## src/rtl/mmul_sequencer.sv

```systemverilog
// Index sequencer for C = A*B: walks (i, j, k) with k fastest, presents one MAC op
// per accept, and flags each finished C element and the end of the pass.
module mmul_sequencer #(
  parameter int RA = 2,
  parameter int CA = 2,
  parameter int CB = 2,
  parameter int IW = 8
) (
  input  logic          clk,
  input  logic          rst_n,
  input  logic          start,
  input  logic          abort,
  input  logic          mac_ready,
  output logic          mac_valid,
  output logic [IW-1:0] i_idx,
  output logic [IW-1:0] j_idx,
  output logic [IW-1:0] k_idx,
  output logic          acc_clr,
  output logic          wb_valid,
  output logic [IW-1:0] wb_i,
  output logic [IW-1:0] wb_j,
  output logic          busy,
  output logic          done
);

  typedef enum logic [1:0] {
    IDLE  = 2'd0,
    RUN   = 2'd1,
    DRAIN = 2'd2,
    DONE  = 2'd3
  } state_t;

  localparam logic [IW-1:0] I_LAST = IW'(RA - 1);
  localparam logic [IW-1:0] K_LAST = IW'(CA - 1);
  localparam logic [IW-1:0] J_LAST = IW'(CB - 1);

  state_t        state_q, state_d;
  logic [IW-1:0] i_q, i_d, j_q, j_d, k_q, k_d;
  logic [IW-1:0] wb_i_q, wb_i_d, wb_j_q, wb_j_d;
  logic          wb_valid_q, wb_valid_d;
  logic          accept;

  assign accept = (state_q == RUN) && mac_ready;

  always_ff @(posedge clk or negedge rst_n) begin
    if (!rst_n) begin
      state_q    <= IDLE;
      i_q        <= '0;
      j_q        <= '0;
      k_q        <= '0;
      wb_valid_q <= 1'b0;
      wb_i_q     <= '0;
      wb_j_q     <= '0;
    end else begin
      state_q    <= state_d;
      i_q        <= i_d;
      j_q        <= j_d;
      k_q        <= k_d;
      wb_valid_q <= wb_valid_d;
      wb_i_q     <= wb_i_d;
      wb_j_q     <= wb_j_d;
    end
  end

  always_comb begin
    state_d    = state_q;
    i_d        = i_q;
    j_d        = j_q;
    k_d        = k_q;
    wb_valid_d = 1'b0;
    wb_i_d     = wb_i_q;
    wb_j_d     = wb_j_q;

    case (state_q)
      IDLE: begin
        if (start) begin
          state_d = RUN;
          i_d     = '0;
          j_d     = '0;
          k_d     = '0;
        end
      end
      RUN: begin
        if (accept) begin
          if (k_q != K_LAST) begin
            k_d = k_q + IW'(1);
          end else begin
            // Last inner-product term: the element is final once this op lands.
            wb_valid_d = 1'b1;
            wb_i_d     = i_q;
            wb_j_d     = j_q;
            k_d        = '0;
            if (j_q != J_LAST) begin
              j_d = j_q + IW'(1);
            end else begin
              j_d = '0;
              if (i_q != I_LAST) begin
                i_d = i_q + IW'(1);
              end else begin
                i_d     = '0;
                state_d = DRAIN;
              end
            end
          end
        end
      end
      DRAIN:   state_d = DONE;
      DONE:    state_d = IDLE;
      default: state_d = IDLE;
    endcase

    // Cancel wins over start and over a same-cycle accept.
    if (abort) begin
      state_d    = IDLE;
      i_d        = '0;
      j_d        = '0;
      k_d        = '0;
      wb_valid_d = 1'b0;
      wb_i_d     = '0;
      wb_j_d     = '0;
    end
  end

  assign mac_valid = (state_q == RUN);
  assign acc_clr   = (state_q == RUN) && (k_q == '0);
  assign busy      = (state_q == RUN) || (state_q == DRAIN);
  assign done      = (state_q == DONE);
  assign i_idx     = i_q;
  assign j_idx     = j_q;
  assign k_idx     = k_q;
  assign wb_valid  = wb_valid_q;
  assign wb_i      = wb_i_q;
  assign wb_j      = wb_j_q;

endmodule

```

## config.mk

```make
export PLATFORM = sky130hd
export DESIGN_NAME = mmul_sequencer
export DESIGN_NICKNAME = d
export VERILOG_FILES = /design/src/rtl/mmul_sequencer.sv
export SDC_FILE = /design/constraint.sdc
export NUM_CORES = 1
export LEC_CHECK = 0
export CAP_MARGIN = 10
export CORE_ASPECT_RATIO = 0.8
export CORE_MARGIN = 2
export CORE_UTILIZATION = 50
export DETAILED_ROUTE_END_ITERATION = 10
export PLACE_DENSITY = 0.79
export SLEW_MARGIN = 20
export SYNTH_ARGS = -nofsm -noshare
export SYNTH_HDL_FRONTEND = slang
export SYNTH_SLANG_ARGS = --single-unit
```

## constraint.sdc

```tcl
create_clock -name clk -period 3.19 [get_ports clk]
set_input_delay 0.957 -clock clk [delete_from_list [all_inputs] [get_ports clk]]
set_output_delay 0.957 -clock clk [all_outputs]
set_load 0.02 [all_outputs]
```

==> results by group <==
GRT
  • Vias in the first global route: 1,867
  • First-pass GRT wire length: 8.83 mm
  • Largest net degree at the start of global routing: 44
  • Initial antenna violation count: 0
  • Total grt overflow: 0
  • GRT Total Usage: 22.2%

Yosys
  • Sequential-to-total area share from yosys stat: 46.9%
  • Syn Inst Count: 244
  • Synthesized net count: 262
  • Synth async-reset ratio: 100%
  • Synthesized flop and latch total: 43
  • Cell Area, Synth: 0.00229 mm^2
  • Post-Syn Area per Cell: 9.40 um^2
  • Yosys warns: 0
  • Yosys cell types: 41
  • Post-synth EDFFs: 0
  • Main synth FF type: dfrtp_1

Status
  • Status: finished, final reports clean

Placement
  • Final GP Congestion: 0.782
  • Post-Place Cell Area: 0.00287 mm^2
  • Post-DP HPWL: 3.68 mm
  • Dpl ws: 0.397 ns
  • Number of port buffers: 49
  • Post-Place Cells: 351

Route
  • Wire per inst: 14.6 um
  • Vias/cell: 5.46
  • First-iteration detailed-routing DRC count: 125
  • Via count: 1,964
  • Drt drc: 0
  • Routed wire length: 5.26 mm
  • Final ANT Viol Nets: 0
  • Drt first pass iters: 4

Pwr
  • Pwr per Cell Area: 535 mW/mm^2
  • Pwr Total: 1.59 mW
  • P_leak: 1.24 nW
  • Peak VDD IR: 0.276 mV

Cells and area
  • Layout Cells excl Fill: 360
  • Fillers: 372
  • Most frequent cells in the layout: clkdlybuf4s50_1 (48), dfrtp_1 (43), nand2_1 (40)
  • Fin util: 66.4%
  • Design area: 0.00298 mm^2
  • Layout Nets: 317
  • Area Overhead vs Synth: 29.9%
  • Diode count: 0
  • Share of cells above drive strength 1: 8.00%
  • Commonest non-fill, non-tap cell in the layout: clkdlybuf4s50_1

Clock tree
  • CTS Buffer Depth: 2
  • Root Driver: clkbuf_8
  • Worst-Skew Late Latency: 0.30 ns
  • Post-cts sizing count: 0
  • Total CTS buffers: 5
  • Post-CTS Hold Fix Bufs: 0
  • CTS tree: done
  • CTS clk-pin slew, worst paths: 0.09 ns
  • Postcts setup bufs: 0
  • Htree depth: 2
  • CTS sink count: 43

Job
  • Max Cap Viol: 0

Setup path
  • Crit path max-delay family: simple AND/OR/NAND/NOR gates
  • Startpoint Class: register
  • Worst Setup SP: k_idx[4]
  • Crit path cell chain: nor4_1 > and2_1 > and3_1 > clkdlybuf4s50_1
  • Slowest stage cell, crit path: clkdlybuf4s50_1
  • CP endpoint kind: primary output
  • Max stage delay on crit path: 0.61 ns
  • WP data required: 2.23 ns
  • CP bufs+invs: 1
  • Crit path DAT: 2.06 ns
  • Worst R2R Setup Slack: 0.77 ns
  • Critical Path Fanout Max: 6
  • Worst R2R End: i_idx[7]
  • Reg-to-reg startpoint: j_idx[3]
  • R2R depth: 5
  • Critical setup path kind: reg -> out

Floorplanning
  • Chip width: 79.7 um
  • Row cnt: 22
  • IO Count: 50
  • Core Footprint: 0.00449 mm^2
  • Die outline area: 0.00515 mm^2
  • Die Y: 64.6 um
  • Initial Util: 51.1%

Timing
  • Slew headroom: 59.7%
  • F_max: 0.332 GHz
  • Total negative setup slack: 0 ns
  • Final setup vio count: 0
  • Hold WS: 0.518 ns
  • Tcrit/Tclk final: 94.6%
  • Hold Vio Cnt, Final: 0
  • RSZ-0062 raised after global routing: false
  • Final worst setup slack: 0.173 ns
  • Fin crit period: 3.02 ns
  • Max Transition Viols Final: 0
  • Tightest Pin Transition: 0.604 ns
  • Worst Clk Skew: 0.00983 ns

Hold path
  • WHS Endpoint: wb_i[3]
  • Type of the tightest min-delay check: reg -> reg
  • Hold Path Depth: 2
  • HP Start: wb_i[3]
## cells in the mapped netlist, types with 4 or more instances
master	instances	area (um^2)
a21oi_1	21	105
and3_1	7	43.8
clkbuf_1	5	18.8
dfrtp_1	43	1080
ha_1	13	163
inv_1	8	30.0
nand2_1	40	150
nand2b_1	4	25.0
nand3_1	10	50.1
nand4_1	7	43.8
nor2_1	16	60.1
nor3_1	4	20.0
nor3b_1	4	30.0
nor4_1	5	31.3
o21ai_0	11	55.1
o31ai_1	4	30.0
xnor2_1	8	70.1
## routing by layer
layer	up-vias	GRT usage [%]	wire [um]
met5	-	0	0
li1	969	-	-
met3	5	5.29	271
met2	53	34.5	2420
met1	937	30.6	2510
met4	0	7.76	51
## registers in the layout, indices dropped and copies added (netlist names)
name,cells
i_idx,8
wb_valid,1
j_idx,8
wb_i,8
wb_j,8
k_idx,8
state_q,2
## power by group
part / leakage [nW] / total [mW] / switching (mW) / internal [mW]
Combinational: 0.602 / 0.625 / 0.370 / 0.255
Sequential: 0.598 / 0.629 / 0.0512 / 0.578
Clock: 0.0412 / 0.341 / 0.188 / 0.153
## cells by family (layout without fill, tap and decap cells)
group	after synthesis	in the layout	synth area share, %
mux	3	3	1.36
flops	43	43	46.9
compound gates	45	45	11.8
fa+ha+maj	13	13	7.09
buf+inv	16	72	2.73
simple gates	114	114	26.3
xor+xnor	10	10	3.82
## final cells by class
cell class	count	area (um^2)	area share, %
Clock buffer	6	72.6	2.44
Sequential cell	43	1080	36.1
Timing Repair Buffer	56	558	18.7
Multi-Input combinational cell	185	1150	38.8
Clock inverter	2	12.5	0.420
Tap cell	60	75.1	2.52
Inverter	8	30.0	1.01
## worst max path at each step
stage                           to  depth (start not counted)
final                      acc_clr                          4
after global routing       acc_clr                          4
after CTS                  acc_clr                          4
after detailed placement  j_idx[7]                          6
after global placement    i_idx[4]                          5
after floorplan            acc_clr                          4
## tightest hold or removal path: stages, from the launching register on
cell     delay (ns)
dfrtp_1        0.38
nand2_1        0.06
a21oi_1        0.05
Note: power is estimated with default switching activity, not from simulation.
